### config.mk
export PLATFORM = sky130hd
export DESIGN_NAME = control_fsm
export DESIGN_NICKNAME = d
export VERILOG_FILES = /design/src/rtl/cpu_ctrl_pkg.sv /design/src/rtl/cond_eval.sv /design/src/rtl/control_fsm.sv
export SDC_FILE = /design/constraint.sdc
export NUM_CORES = 1
export LEC_CHECK = 0
export CAP_MARGIN = 20
export CORE_ASPECT_RATIO = 0.5
export CORE_MARGIN = 1.5
export CORE_UTILIZATION = 42
export DETAILED_ROUTE_END_ITERATION = 16
export PLACE_DENSITY = 0.79
export SKIP_CTS_REPAIR_TIMING = 1
export SLEW_MARGIN = 5
export SYNTH_ARGS = -nofsm -noshare
export SYNTH_HDL_FRONTEND = slang
export SYNTH_SLANG_ARGS = --single-unit
### constraint.sdc
create_clock -name clk -period 2.6 [get_ports clk]
set_input_delay 0.52 -clock clk [delete_from_list [all_inputs] [get_ports clk]]
set_output_delay 0.52 -clock clk [all_outputs]
set_load 0.05 [all_outputs]
### src/rtl/cpu_ctrl_pkg.sv
// Purpose: shared state encodings, instruction fields and control-word type for the CPU controller.
// Latency: n/a (package only).
// Backpressure: n/a (package only).
package cpu_ctrl_pkg;

    // Controller states; the numeric values are visible on the debug state port.
    typedef enum logic [2:0] {
        ST_FETCH   = 3'd0,
        ST_DECODE  = 3'd1,
        ST_EXEC    = 3'd2,
        ST_LD_ADDR = 3'd3,
        ST_LD_WB   = 3'd4,
        ST_STORE   = 3'd5
    } state_t;

    // Opcode field IR[15:12]
    localparam logic [3:0] OP_RTYPE  = 4'b0000;
    localparam logic [3:0] OP_MEM    = 4'b0100;

    // Opcode-extension field IR[7:4]
    localparam logic [3:0] EXT_ADDC  = 4'b0111;
    localparam logic [3:0] EXT_CMP   = 4'b1011;
    localparam logic [3:0] EXT_LOAD  = 4'b0000;
    localparam logic [3:0] EXT_STOR  = 4'b0100;
    localparam logic [3:0] EXT_JCOND = 4'b1100;

    // Jump condition codes (carried in the Rdest field of a Jcond)
    localparam logic [3:0] COND_EQ = 4'b0000;
    localparam logic [3:0] COND_NE = 4'b0001;
    localparam logic [3:0] COND_CS = 4'b0010;
    localparam logic [3:0] COND_CC = 4'b0011;
    localparam logic [3:0] COND_LT = 4'b1100;
    localparam logic [3:0] COND_GE = 4'b1101;
    localparam logic [3:0] COND_UC = 4'b1110;

    // Bit positions inside the 5-bit flag vector {C,L,F,Z,N}
    localparam int FLAG_C = 4;
    localparam int FLAG_L = 3;
    localparam int FLAG_F = 2;
    localparam int FLAG_Z = 1;
    localparam int FLAG_N = 0;

    // Instruction classes after decode
    typedef enum logic [2:0] {
        CLS_ALU,
        CLS_CMP,
        CLS_LOAD,
        CLS_STOR,
        CLS_JCOND,
        CLS_NOP
    } iclass_t;

    // Full control word driven toward the datapath
    typedef struct packed {
        logic       regwrite;
        logic [3:0] wa;
        logic [3:0] ra1;
        logic [3:0] ra2;
        logic [7:0] aluop;
        logic       cin;
        logic       we_a;
        logic       we_b;
        logic       ld_mux_en_a;
        logic       ld_mux_en_b;
        logic       pc_en;
        logic       ld_pc_en;
        logic       pc_mux;
    } ctrl_t;

    // Classify an instruction word; anything not recognised is a NOP.
    function automatic iclass_t classify(input logic [3:0] opcode, input logic [3:0] opext);
        iclass_t cls;
        cls = CLS_NOP;
        if (opcode == OP_RTYPE) begin
            cls = (opext == EXT_CMP) ? CLS_CMP : CLS_ALU;
        end else if (opcode == OP_MEM) begin
            case (opext)
                EXT_LOAD:  cls = CLS_LOAD;
                EXT_STOR:  cls = CLS_STOR;
                EXT_JCOND: cls = CLS_JCOND;
                default:   cls = CLS_NOP;
            endcase
        end
        return cls;
    endfunction

endpackage

### src/rtl/cond_eval.sv
// Purpose: evaluate a Jcond condition code against a flag vector.
// Latency: combinational.
// Backpressure: none.
// Ports: cond (4-bit condition code), flags ({C,L,F,Z,N}), taken (1 = jump).
module cond_eval
    import cpu_ctrl_pkg::*;
(
    input  logic [3:0] cond,
    input  logic [4:0] flags,
    output logic       taken
);

    // L and F never participate in any jump condition.
    logic unused_flags;
    assign unused_flags = flags[FLAG_L] ^ flags[FLAG_F];

    always_comb begin
        taken = 1'b0;
        case (cond)
            COND_EQ: taken = flags[FLAG_Z];
            COND_NE: taken = ~flags[FLAG_Z];
            COND_CS: taken = flags[FLAG_C];
            COND_CC: taken = ~flags[FLAG_C];
            COND_LT: taken = flags[FLAG_N];
            COND_GE: taken = ~flags[FLAG_N];
            COND_UC: taken = 1'b1;
            default: taken = 1'b0;
        endcase
    end

endmodule

### src/rtl/control_fsm.sv
// Purpose: multi-cycle fetch/decode/execute controller driving every dataPath control input.
// Latency: 3 cycles per instruction (R-type, CMP, Jcond, STOR, NOP), 4 cycles for LOAD.
// Backpressure: none; memory is assumed to return q_a one cycle after the PC address is presented.
// Ports:
//   clk, reset        - clock and synchronous active-high reset
//   q_a, flags_alu    - instruction word from memory port A, ALU flags {C,L,F,Z,N}
//   regwrite, wa      - register-file write enable / address
//   ra1, ra2, aluop   - register read addresses and ALU operation, straight from IR
//   Cin               - ALU carry-in (latched C for ADDC in EXEC)
//   we_a, we_b        - memory write enables (port A is read-only, so we_a is always 0)
//   LD_mux_en_a/b     - load write-back mux and port-B address mux
//   pc_en, ld_pc_en, pc_mux - PC update, PC-to-port-A select, PC+1 vs jump-target select
//   state             - current FSM state, debug only
module control_fsm
    import cpu_ctrl_pkg::*;
#(
    parameter logic [2:0] RESET_STATE = 3'd0
) (
    input  logic        clk,
    input  logic        reset,
    input  logic [15:0] q_a,
    input  logic [4:0]  flags_alu,
    output logic        regwrite,
    output logic [3:0]  wa,
    output logic [3:0]  ra1,
    output logic [3:0]  ra2,
    output logic [7:0]  aluop,
    output logic        Cin,
    output logic        we_a,
    output logic        we_b,
    output logic        LD_mux_en_a,
    output logic        LD_mux_en_b,
    output logic        pc_en,
    output logic        ld_pc_en,
    output logic        pc_mux,
    output logic [2:0]  state
);

    state_t      state_q, state_d;
    logic [15:0] ir_q, ir_d;
    logic [4:0]  flags_q, flags_d;
    ctrl_t       ctrl_q;
    logic        taken_d;
    iclass_t     exec_cls;

    assign exec_cls = classify(ir_q[15:12], ir_q[7:4]);

    // Condition is evaluated on the values the registers will hold next
    // cycle, so the registered control word is already correct in EXEC.
    cond_eval u_cond_eval (
        .cond  (ir_d[11:8]),
        .flags (flags_d),
        .taken (taken_d)
    );

    // Control word for a given (state, IR, latched flags). Outputs are a
    // pure Moore function of these; they are registered by evaluating this
    // on the next-state values.
    function automatic ctrl_t decode_ctrl(input state_t st, input logic [15:0] ir,
                                          input logic c_flag, input logic taken);
        ctrl_t   c;
        iclass_t cls;
        cls           = classify(ir[15:12], ir[7:4]);
        c             = '0;
        c.wa          = ir[11:8];
        c.ra1         = ir[11:8];
        c.ra2         = ir[3:0];
        c.aluop       = {ir[15:12], ir[7:4]};
        case (st)
            ST_FETCH: begin
                c.ld_pc_en = 1'b1;
            end
            ST_DECODE: begin
                c.pc_en  = 1'b1;
                c.pc_mux = 1'b0;
            end
            ST_EXEC: begin
                if (cls == CLS_ALU) begin
                    c.regwrite = 1'b1;
                    // Only add-with-carry consumes the latched carry.
                    c.cin      = (ir[7:4] == EXT_ADDC) ? c_flag : 1'b0;
                end
                if (cls == CLS_JCOND && taken) begin
                    c.pc_en  = 1'b1;
                    c.pc_mux = 1'b1;
                end
            end
            ST_LD_ADDR: begin
                c.ld_mux_en_b = 1'b1;
            end
            ST_LD_WB: begin
                c.ld_mux_en_b = 1'b1;
                c.ld_mux_en_a = 1'b1;
                c.regwrite    = 1'b1;
            end
            ST_STORE: begin
                c.ld_mux_en_b = 1'b1;
                c.we_b        = 1'b1;
            end
            default: begin
                c.ld_pc_en = 1'b0;
            end
        endcase
        return c;
    endfunction

    // Next-state, IR and flag-register update. q_a is only looked at in
    // DECODE, one cycle after FETCH presented the PC on port A.
    always_comb begin
        state_d = state_q;
        ir_d    = ir_q;
        flags_d = flags_q;
        case (state_q)
            ST_FETCH: begin
                state_d = ST_DECODE;
            end
            ST_DECODE: begin
                ir_d = q_a;
                case (classify(q_a[15:12], q_a[7:4]))
                    CLS_LOAD: state_d = ST_LD_ADDR;
                    CLS_STOR: state_d = ST_STORE;
                    default:  state_d = ST_EXEC;
                endcase
            end
            ST_EXEC: begin
                // CMP exists only to set flags, so it latches them too.
                if (exec_cls == CLS_ALU || exec_cls == CLS_CMP) begin
                    flags_d = flags_alu;
                end
                state_d = ST_FETCH;
            end
            ST_LD_ADDR: begin
                state_d = ST_LD_WB;
            end
            ST_LD_WB: begin
                state_d = ST_FETCH;
            end
            ST_STORE: begin
                state_d = ST_FETCH;
            end
            default: begin
                state_d = ST_FETCH;
            end
        endcase
    end

    always_ff @(posedge clk) begin
        if (reset) begin
            state_q <= state_t'(RESET_STATE);
            ir_q    <= '0;
            flags_q <= '0;
            ctrl_q  <= decode_ctrl(state_t'(RESET_STATE), 16'h0000, 1'b0, 1'b0);
        end else begin
            state_q <= state_d;
            ir_q    <= ir_d;
            flags_q <= flags_d;
            ctrl_q  <= decode_ctrl(state_d, ir_d, flags_d[FLAG_C], taken_d);
        end
    end

    assign regwrite    = ctrl_q.regwrite;
    assign wa          = ctrl_q.wa;
    assign ra1         = ctrl_q.ra1;
    assign ra2         = ctrl_q.ra2;
    assign aluop       = ctrl_q.aluop;
    assign Cin         = ctrl_q.cin;
    assign we_a        = ctrl_q.we_a;
    assign we_b        = ctrl_q.we_b;
    assign LD_mux_en_a = ctrl_q.ld_mux_en_a;
    assign LD_mux_en_b = ctrl_q.ld_mux_en_b;
    assign pc_en       = ctrl_q.pc_en;
    assign ld_pc_en    = ctrl_q.ld_pc_en;
    assign pc_mux      = ctrl_q.pc_mux;
    assign state       = state_q;

endmodule

# --- Yosys cells after proc, flatten, opt, wreduce, memory -nomap -nowiden ---
# Index checks and enable logic that the tools add are counted.
classes:
  n_mux: 28
  bitwise: 6
  reduce_logical: 17
  eq_ne: 31
op_table:
  columns: ["op", "count"]
  rows:
  - ["== test 4 bit (second input constant)", 9]
  - ["one-hot mux 3 bit (3 select lines)", 4]
  - ["== test 4 x 3 -> 1 bit (second input constant)", 7]
  - ["logical NOT 4 bit", 7]
  - ["two-way mux 3 bit", 8]
  - ["== test 3 x 2 -> 1 bit (second input constant)", 6]
  - ["two-way mux 16 bit", 1]
  - ["logical NOT 3 bit", 4]
  - ["two-way mux 5 bit", 2]
  - ["== test 3 x 1 -> 1 bit (second input constant)", 3]
  - ["== test 3 bit (second input constant)", 3]
  - ["two-way mux 1 bit", 9]
  - ["== test 4 x 2 -> 1 bit (second input constant)", 2]
  - ["one-hot mux 1 bit (7 select lines)", 1]
  - ["NOT 1 bit", 6]
  - ["one-hot mux 3 bit (2 select lines)", 1]
  - ["== test 4 x 1 -> 1 bit (second input constant)", 1]
  - ["one-hot mux 1 bit (2 select lines)", 2]
  - ["OR reduction 4 bit", 1]
  - ["OR reduction 3 bit", 1]
  - ["AND reduction 2 bit", 1]
  - ["OR reduction 2 bit", 1]
  - ["logical AND 1 bit", 1]
  - ["logical OR 1 bit", 1]
totals:
  elab_cells: 98
  ff_bits: 49
  in_bits: 23
  out_inout_bits: 32

# --- Depth between registers and ports, before layout ---
logic_depth:
  word_depth: 13
  ltp_mapped: 6
  depth_no_buf: 5

# --- Hierarchy ---
# A second synthesis with hierarchy kept.
hier_totals:
  hier_cells: 143
  area_unflattened_um2: 1326.3
modules_own_cells:
  columns: ["mod", "seq_area_each_um2", "instances", "cells_per_inst", "area_each_um2"]
  rows:
  - ["control_fsm", 640.6, 1, 136, 1272.5]
  - ["cond_eval", 0.0, 1, 7, 53.8]

# --- Worst setup path before layout ---
# OpenSTA, ideal clock, no wires.
synth_timing:
  kind: "reg-to-reg"
  from: "register state_q[0], in the netlist state[0]"
  to: "register ctrl_q, in the netlist pc_en"
  n_path_buf: 0
  synth_period_minus_slack_ns: 2.300
  setup_slack_ns: 0.300
  setup_time_ns: 0.125
  stages_incl_launch_ff: 6
  arrival_time_ns: 2.174
  path_cell_list: "dfxtp_1 -> nor3b_2 -> mux2_2 -> o41a_1 -> a31oi_1 -> o31ai_2"
synth_via:
  elab_chain_cells: 11
  elab_cells_between_ends: 35
  cone_classes: "16 x eq/ne; 11 x mux; 3 x bitwise; 5 x reduce/logical"
synth_rtl:
  columns: ["item", "line_no", "text"]
  rows:
  - ["start, declared", "control_fsm.sv:39", "state_t state_q, state_d;"]
  - ["start signal, assigned", "control_fsm.sv:149", "state_q <= state_t'(RESET_STATE);"]
  - ["start signal, assigned", "control_fsm.sv:154", "state_q <= state_d;"]
  - ["== test 3 x 1 -> 1 bit", "control_fsm.sv:113", "case (state_q)"]
  - ["two-way mux 16 bit", "control_fsm.sv:113", null]
  - ["== test 4 bit (tied with other cells)", "cpu_ctrl_pkg.sv:77", "case (opext)"]
  - ["one-hot mux 3 bit (3 select lines)", "cpu_ctrl_pkg.sv:77", null]
  - ["two-way mux 3 bit", "cpu_ctrl_pkg.sv:76", "end else if (opcode == OP_MEM) begin"]
  - ["two-way mux 3 bit", "cpu_ctrl_pkg.sv:74", "if (opcode == OP_RTYPE) begin"]
  - ["two-way mux 3 bit", "control_fsm.sv:148", "if (reset) begin"]
  - ["== test 3 bit", "control_fsm.sv:83", "if (cls == CLS_JCOND && taken) begin"]
  - ["logical AND 1 bit", "control_fsm.sv:83", null]
  - ["two-way mux 1 bit", "control_fsm.sv:83", null]
  - ["one-hot mux 1 bit (2 select lines) *", "control_fsm.sv:69", "case (st)"]
  - ["end signal, assigned", "control_fsm.sv:152", "ctrl_q <= decode_ctrl(state_t'(RESET_STATE), 16'h0000, 1'b0, 1'b0);"]
  - ["end signal, assigned", "control_fsm.sv:157", "ctrl_q <= decode_ctrl(state_d, ir_d, flags_d[FLAG_C], taken_d);"]
  - ["end, declared", "control_fsm.sv:42", "ctrl_t ctrl_q;"]
# Every way passes the cells marked *; elsewhere a longest branch is shown, timed or not. The select of a mux whose other input is x is not followed.
# A chain may end at the register's enable or synchronous reset.

# --- Final worst setup path ---
# Same ends and word-level chain as after synthesis.

==> flow_summary.json <==
{
  "outcome": "completed",
  "vias": 1193,
  "synth_fp_nets": 166,
  "grt_max_degree": 18,
  "syn-instance-count": 143,
  "drive_above_1_share": 0.113,
  "crit_path_start_kind": "flip-flop",
  "cp.arrival_ns": 2.41,
  "final_hold_viol_count": 0,
  "cp.required_ns": 2.76,
  "rsz0062_at_grt": "no",
  "yosysMostFrequentCell": "dfxtp_1",
  "hold_end": "ir_q[0]",
  "cp_max_fo": 8,
  "yosys_warnings": 0,
  "drtIter0Drc": 79,
  "path_clk_slew_ns": 0.06,
  "antenna_found_initial": 0,
  "cp-end-kind": "flip-flop",
  "layout_setup_ws_ns": 0.354,
  "track_usage": 0.201,
  "total_power_mw": 1.29,
  "tightest_slew_ns": 0.519,
  "finalWirelength_mm": 3.22,
  "fin_crit_ns": 2.25,
  "yosysSeqAreaShare": 0.452,
  "dp.cells": 226,
  "combPwrFrac": 0.265,
  "grt_pass1_wl_mm": 5.19,
  "hpwlAfterDp_mm": 2.39,
  "fin_crit_sh": 0.864,
  "timing.hold.ws_ns": 0.459,
  "synth_commonest_cells": "30 x dfxtp_1, 20 x nand2_1, 12 x a21oi_1",
  "setup_tns_ns": 0,
  "viasPerCell": 5.10,
  "ir_drop_mv": 0.323,
  "die_h_um": 42.8,
  "slew_viol_final": 0,
  "p_leak_nw": 0.739,
  "reg2reg_slack_ns": 0.35,
  "synthTopCellsByArea": "dfxtp_1 45%, mux2i_1 6.0%, nand2_1 5.6%",
  "pre_cts_slack_ns": 0.398,
  "gp_congestion": 0.840,
  "max_slew_margin": 0.651,
  "rows": 14,
  "r2r-end": "pc_en",
  "drt-wirelength-per-cell_um": 13.8,
  "fmaxAchievable_ghz": 0.445,
  "area.growth.synth_to_final_pct": 47.0,
  "drt-pass1-iter-count": 5,
  "hold_path_depth": 2,
  "grt_pass1_vias": 1090,
  "initial_utilization": 0.441,
  "r2r-start": "state[0]",
  "reg2reg_depth": 5,
  "p_int_mw": 0.889,
  "drc": 0,
  "syn-cell-area_sq_mm": 0.00133,
  "synth-edff-count": 0,
  "power_density_mw_per_mm2": 661,
  "numCtsBuffers": 5,
  "p_sw_mw": 0.403,
  "diodes": 0,
  "cts_tree": "done",
  "synth-seq-cells": 30,
  "synth_cell_types": 43,
  "synth_top_area_frac": 0.452,
  "overflow": 0,
  "root_buffer": "clkbuf_8",
  "setup_viol": 0,
  "clkSinkCount": 30,
  "dieArea_sq_mm": 0.00353,
  "io_pins": 55,
  "crit_type": "reg2reg",
  "yosys.area.top_type": "dfxtp_1",
  "port_buffers": 51,
  "die_w_um": 82.5,
  "seqPwrFrac": 0.394,
  "antenna_left": 0,
  "stdcell_count": 234,
  "htreeDepth": 2,
  "fin_skew_ns": 0.00316,
  "coreArea_sq_mm": 0.00301,
  "drv_cap": 0,
  "synth_ff_type": "dfxtp_1",
  "clock_path_buffers": 2,
  "hold_path.class": "reg2reg",
  "power.share.clock": 0.341,
  "syn_area_per_cell_sq_um": 9.29,
  "min-delay-start": "ir_q[0]",
  "clk_latency_ns": 0.28,
  "ys_async_sr_fraction": 0,
  "final_nets": 216,
  "sw_frac_of_total": 0.312
}
==> cells by family after synthesis <==
logic type | after synthesis | synth area share
buf+inv | 14 | 0.0603
flops | 30 | 0.452
simple gates | 57 | 0.236
other cells | 1 | 0.00282
mux | 11 | 0.0885
compound gates | 30 | 0.160
==> metal layers <==
metal | share of wire | routed length, um | global-route usage
met1 | 0.47 | 1520 | 0.272
met4 | 0.014 | 44 | 0.0800
met5 | 0 | 0 | 0
met2 | 0.46 | 1480 | 0.299
met3 | 0.056 | 179 | 0.0581
==> flip-flops by register name (all words and copies together), names as in the netlist <==
signal / flops
pc_mux: 1
LD_mux_en_a: 1
flags_q: 3
LD_mux_en_b: 1
ld_pc_en: 1
ir_q: 16
pc_en: 1
state: 3
regwrite: 1
we_b: 1
Cin: 1
==> layout by cell type (no fill, tap or decap), drive strengths merged, types with 3 or more instances in the layout <==
cell type and count:
a21boi 3, a21oi 12, buf 3, clkbuf 8
clkdlybuf4s50 51, dfxtp 30, inv 3, mux2 3
mux2i 8, nand2 20, nor2 10, nor2b 4
nor3 4, nor4 4
==> per-stage QoR <==
stage               utilization  cell area (sq um)
finish                    0.648               1950
global route              0.648               1950
CTS                       0.648               1950
detailed placement        0.612               1840
global placement          0.612               1840
floorplan                     -               1330
==> worst max path at each step <==
| stage | from | endpoint | cells after the start |
|---|---|---|---|
| after floorplan | state[0] | pc_en | 5 |
| after global placement | state[0] | pc_en | 5 |
| after detailed placement | state[0] | pc_en | 5 |
| after CTS | state[0] | pc_en | 5 |
| after global routing | state[0] | pc_en | 5 |
| final | state[0] | pc_en | 5 |
==> layout make-up <==
class,instances,area [sq um]
Fill cell,262,1060
Multi-Input combinational cell,99,648
Sequential cell,30,601
Timing Repair Buffer,54,533
Clock buffer,8,110
Tap cell,40,50.0
Inverter,3,11.3
==> power groups by stage <==
stage | clock [mW] | combinational, mW | sequential, mW
4_1_cts | 0.447 | 0.342 | 0.510
3_5_place_dp | 0 | 0.340 | 0.520
2_1_floorplan | 0 | 0.141 | 0.607
5_1_grt | 0.468 | 0.361 | 0.513
3_3_place_gp | 0 | 0.337 | 0.519
6_report | 0.440 | 0.342 | 0.510
==> worst max-delay path, stage by stage (launching register included) <==
cell and delay [ns]:
dfxtp_1 0.46, nor3b_2 0.46, mux2_2 0.43, o41a_1 0.38, a31oi_1 0.28, o31ai_2 0.12
Note: power is estimated with default switching activity, not from simulation.
